**src/rtl/hazard_scoreboard.sv**
```systemverilog
// ID-stage RAW / load-use hazard detector with an internal shadow of in-flight destinations.
// Optional stall counter: define HAZARD_STALL_COUNTER_EN.
module hazard_scoreboard #(
    parameter int REG_ADDR_W = 4,
    parameter int DEPTH      = 2,
    parameter int CNT_W      = 16
) (
    input  logic                  clk,
    input  logic                  rst,
    input  logic                  forwardingEnabled,
    input  logic                  freeze,
    input  logic                  flush,
    input  logic                  issueValid,
    input  logic [REG_ADDR_W-1:0] src1,
    input  logic [REG_ADDR_W-1:0] src2,
    input  logic                  twoSrc,
    input  logic [REG_ADDR_W-1:0] issueDest,
    input  logic                  issueWb,
    input  logic                  issueMemRead,
    output logic                  hazard
`ifdef HAZARD_STALL_COUNTER_EN
    ,
    output logic [CNT_W-1:0]      stallCount
`endif
);

    typedef struct packed {
        logic                  valid;
        logic                  wb;
        logic                  mem_read;
        logic [REG_ADDR_W-1:0] dest;
    } slot_t;

    slot_t            slots [DEPTH];
    logic [DEPTH-1:0] match;
    logic             raw_hazard;

    always_comb begin
        match = '0;
        for (int i = 0; i < DEPTH; i++) begin
            match[i] = slots[i].valid & slots[i].wb & issueValid &
                       ((src1 == slots[i].dest) |
                        (twoSrc & (src2 == slots[i].dest)));
        end
    end

    // With forwarding only a load in EXE cannot be bypassed in time.
    always_comb begin
        raw_hazard = forwardingEnabled ? (match[0] & slots[0].mem_read)
                                       : (|match);
        hazard     = raw_hazard & ~rst;
    end

    always_ff @(posedge clk) begin
        if (rst) begin
            for (int i = 0; i < DEPTH; i++) begin
                slots[i] <= '0;
            end
        end else if (!freeze) begin
            for (int i = DEPTH - 1; i > 0; i--) begin
                slots[i] <= slots[i-1];
            end
            slots[0].valid    <= issueValid & ~hazard & ~flush;
            slots[0].wb       <= issueWb;
            slots[0].mem_read <= issueMemRead;
            slots[0].dest     <= issueDest;
        end
    end

`ifdef HAZARD_STALL_COUNTER_EN
    always_ff @(posedge clk) begin
        if (rst) begin
            stallCount <= '0;
        end else if (hazard && !freeze && (stallCount != {CNT_W{1'b1}})) begin
            stallCount <= stallCount + 1'b1;
        end
    end
`endif

endmodule

```
**config.mk**
```make
export PLATFORM = sky130hd
export DESIGN_NAME = hazard_scoreboard
export DESIGN_NICKNAME = d
export VERILOG_FILES = /design/src/rtl/hazard_scoreboard.sv
export SDC_FILE = /design/constraint.sdc
export NUM_CORES = 1
export LEC_CHECK = 0
export CORE_UTILIZATION = 53
export DETAILED_ROUTE_END_ITERATION = 7
export DONT_BUFFER_PORTS = 1
export PLACE_DENSITY = 0.71
export SLEW_MARGIN = 20
export SYNTH_ARGS = -nofsm -noshare
export SYNTH_HDL_FRONTEND = slang
export SYNTH_SLANG_ARGS = --single-unit
export TNS_END_PERCENT = 30
```
**constraint.sdc**
```tcl
create_clock -name clk -period 1.3 [get_ports clk]
set_input_delay 0.26 -clock clk [delete_from_list [all_inputs] [get_ports clk]]
set_output_delay 0.26 -clock clk [all_outputs]
set_load 0.02 [all_outputs]
```
=== Word-level counts from Yosys, hierarchy flattened ===
Memory sizes are Yosys's and may differ from the RTL's.
Cells that the tools add are included.

* Bitwise logic cells: 22
* Eq/ne operators: 4
* Reduce and logical (&&, ||, !) cells: 1
* Mux-type cells: 11

{| class="wikitable"
|+ Operator list
! cell !! number
|-
| == test 4 bit || 4
|-
| AND 1 bit || 12
|-
| 2-to-1 mux 1 bit || 9
|-
| 2-to-1 mux 7 bit || 1
|-
| OR 1 bit || 7
|-
| 2-to-1 mux 4 bit || 1
|-
| NOT 1 bit || 3
|-
| OR reduction 2 bit || 1
|}

* Register bits: 0
* Memories kept: 1
* Word-level logic and storage cells: 39
* RAM bits: 14
* Output and inout port bits: 1
* Input port bits: 21

{| class="wikitable"
|+ Memory list
! name !! words !! bits a word !! read ports !! clocked after Yosys merged registers in !! write ports !! line !! text
|-
| slots || 2 || 7 || 2 || 0 || 2 || 34 || <nowiki>slot_t slots [DEPTH];</nowiki>
|}

=== Longest topological paths before layout ===
* Depth in word-level cells: 11
* Gate-level depth with buffers: 4
* Depth with buffers taken out: 4

=== Least setup slack after synthesis ===
OpenSTA, ideal clock, no wires.

* Path type: reg-to-output
* From: mem slots[1][3] (netlist name)
* To: out hazard
* Arrival time: 1.333 ns
* Path slack: -0.293 ns
* Buffers on the path: 0
* Stages on the path, launching flop included: 5
* Required time: 1.040 ns
* Cells stage by stage: edfxtp_1 > xor2_1 > nor4_2 > a22oi_1 > a31oi_1

{| class="wikitable"
|+ RTL lines
! element !! line !! text
|-
| from (decl) || 34 ||
|-
| to (decl) || 20 || <nowiki>output logic hazard</nowiki>
|}

==> metrics.cfg <==
[flow_run]
cap_violations = 0

[logic_synthesis]
synth.avg_cell_area_um2 = 12.2
synthesis.area_um2 = 719
synth.most_common_cell = xor2_1
yosys.area.top_type = edfxtp_1
async_flop_share_pct = 0
synth-compound-area-share_pct = 2.61
synth_fp_nets = 80
ys.flop_type = edfxtp_1
synthTopCellsByCount = xor2_1 (14), edfxtp_1 (13), and2_1 (12)
synth_edf_count = 13
synthSimpleGateAreaFrac_pct = 22.6
ys_top_cells_by_area = edfxtp_1 (54%), xor2_1 (17%), and2_1 (10%), xnor2_1 (2.4%), nor4_2 (1.7%)
yosys.area_share.xor_xnor_pct = 19.5
synth_top_family_by_area = simple AND/OR/NAND/NOR gates
synth_cell_types = 21
ys_seq_area_share_pct = 54.3
syn_inst = 59
synth_fa_ha_area_share_pct = 0
synth_top_area_share_pct = 54.3
synth-seq-cells = 13
synth.mux.area_fraction_pct = 0
ys.warnings.count = 0

[routing]
firstDrtPassIters = 3
num_vias = 464
antenna_left = 0
wl_um = 1370
viasPerCell = 5.66
drc = 0
drtIter0Drc = 14
routedWlPerCell_um = 16.7

[power]
power.switching_mw = 0.198
p_sw_share_pct = 23.1
combPwrFrac_pct = 11.6
clkPwrFrac_pct = 28.4
p_per_area_mw_per_mm2 = 1040
p_total_mw = 0.861
p_int_mw = 0.662
leakagePower_nw = 0.328
power_frac_seq_pct = 60.0
vdd_drop_max_mv = 0.811

[hold_path]
holdCritStartpoint = issueDest[0]
hp-class = in2reg
hold_end = slots[0][0]
hold_depth = 1

[grt]
grt_max_degree = 14
grt_pass1_wl_um = 2060
track_usage_pct = 22.4
grt_antenna_before_repair = 0
grt-ovfl-total = 0
first_global_vias = 489

[sta]
maxSlewHeadroom_pct = 81.5
drv_slew = 0
tightestPinTransition_ps = 275
finalCritPeriodShare_pct = 142
setup_slack_ps = -544
fmax_mhz = 542
fin_skew_ps = 6.43
timing.final.crit_period_ps = 1840
finalSetupViolCount = 2
rsz0062_at_grt = yes
hold_violations = 0
hold_ws_ps = 171

[setup_path]
required_ps = 1040
arrival_ps = 1580
r2r_end = slots[0][6]
rr_worst_depth = 5
crit_type = reg2out
r2r_start = slots[0][3]
cp-end-kind = primary output
reg2reg_slack_ps = -340
crit_fanout = 3
start_kind = register

[finish]
fillers = 83
multiInputGateArea_um2 = 342
largest_register = slots
reg_top3 = slots x13
area_growth_syn_to_layout_pct = 14.8
fin_cells = 82
nets = 90
insertedDiodeCount = 0
drive_above_1_share_pct = 19.1
largest_register_ffs = 13
seq_area_um2 = 390

[place]
place.gp.congestion = 0.652
port_buffers = 0
dp_slack_ps = -245
placed_cells = 76

[clock_network]
cts.root.buffer_cell = clkbuf_4
cts_max_path_buffers = 2
clock_sinks = 13
cts_htree_levels = 1
cts_made_buffers = 3
clk_pin_slew_ps = 80
clock_latency_ps = 280
cts_tree = done

[status]
run_status = finished with violations
violations = negative setup slack

[die]
rows = 12
die_x_um = 38.8
initial_utilization_pct = 60.7
core-area_mm2 = 0.00119
io_pins = 22
die_area_mm2 = 0.00151
die_y_um = 38.8

[layout make-up]
cell class,count,area share (%)
Clock buffer,3,2.73
Timing Repair Buffer,6,5.45
Inverter,1,0.455
Clock inverter,1,0.606
Multi-Input combinational cell,44,41.4
Tap cell,14,2.12
Sequential cell,13,47.3
[cells in the final DEF (no fill, tap or decap), drive strengths merged]
master	n
a31oi	1
xnor2	2
a21oi	1
and4	1
inv	1
xor2	14
and2	12
nor4b	1
clkinv	1
nand2	1
and3	1
nand3	1
nor4	2
a22oi	1
nor2	1
nand2b	1
and4b	1
nand4	1
nor3	2
edfxtp	13
buf	6
clkbuf	3
[critical path, stage by stage (launching register included)]
cell	delay, ps
edfxtp_1	440
xor2_1	170
nor4_1	270
nand2_1	150
a31oi_4	280
[kinds of logic after synthesis]
logic type | count (synthesis)
DFF | 13
and+or+nand+nor | 25
xor gates and xnor gates | 16
AOI/OAI and AO/OA | 3
buffers and inverters | 2
[layer usage]
layer  part of all wire [%]  global-route usage (%)  vias to the layer above
met5                      0                       0                        -
met3                    7.4                    6.36                        2
met4                    1.0                    12.9                        0
li1                       -                       -                      227
met1                     40                    24.2                      215
met2                     52                    38.3                       20
[stage by stage]
step	TNS, ps	utilization [%]	instance area, um2
global route	-1040	69.6	826
finish	-887	69.6	826
detailed placement	-478	65.6	778
floorplan	-266	-	734
global placement	-396	65.6	778
CTS	-734	69.0	818
[worst max-delay path by stage]
| stage | startpoint | endpoint | slack [ps] |
|---|---|---|---|
| after floorplan | slots[0][2] | hazard | -160 |
| after global placement | slots[0][2] | hazard | -200 |
| after detailed placement | slots[0][2] | hazard | -240 |
| after CTS | slots[0][2] | hazard | -530 |
| after global routing | slots[0][3] | hazard | -630 |
| final | slots[0][3] | hazard | -540 |
[power groups by stage]
stage	logic [mW]	clock network (mW)	registers, mW
after global routing	0.108	0.262	0.519
after global placement	0.0898	0	0.522
after floorplan	0.0694	0	0.520
after detailed placement	0.0953	0	0.526
after CTS	0.100	0.247	0.517
final	0.0997	0.244	0.517
[timing repair]
| action | 4_1_cts | 5_1_grt |
|---|---|---|
| setup endpoints to repair | 2 | 2 |
| setup buffers | 1 | 1 |
| hold buffers | 0 | 0 |
| pin swaps | 10 | 1 |
| resized for setup | 1 | 0 |
Power figures use the tool's default switching activity.
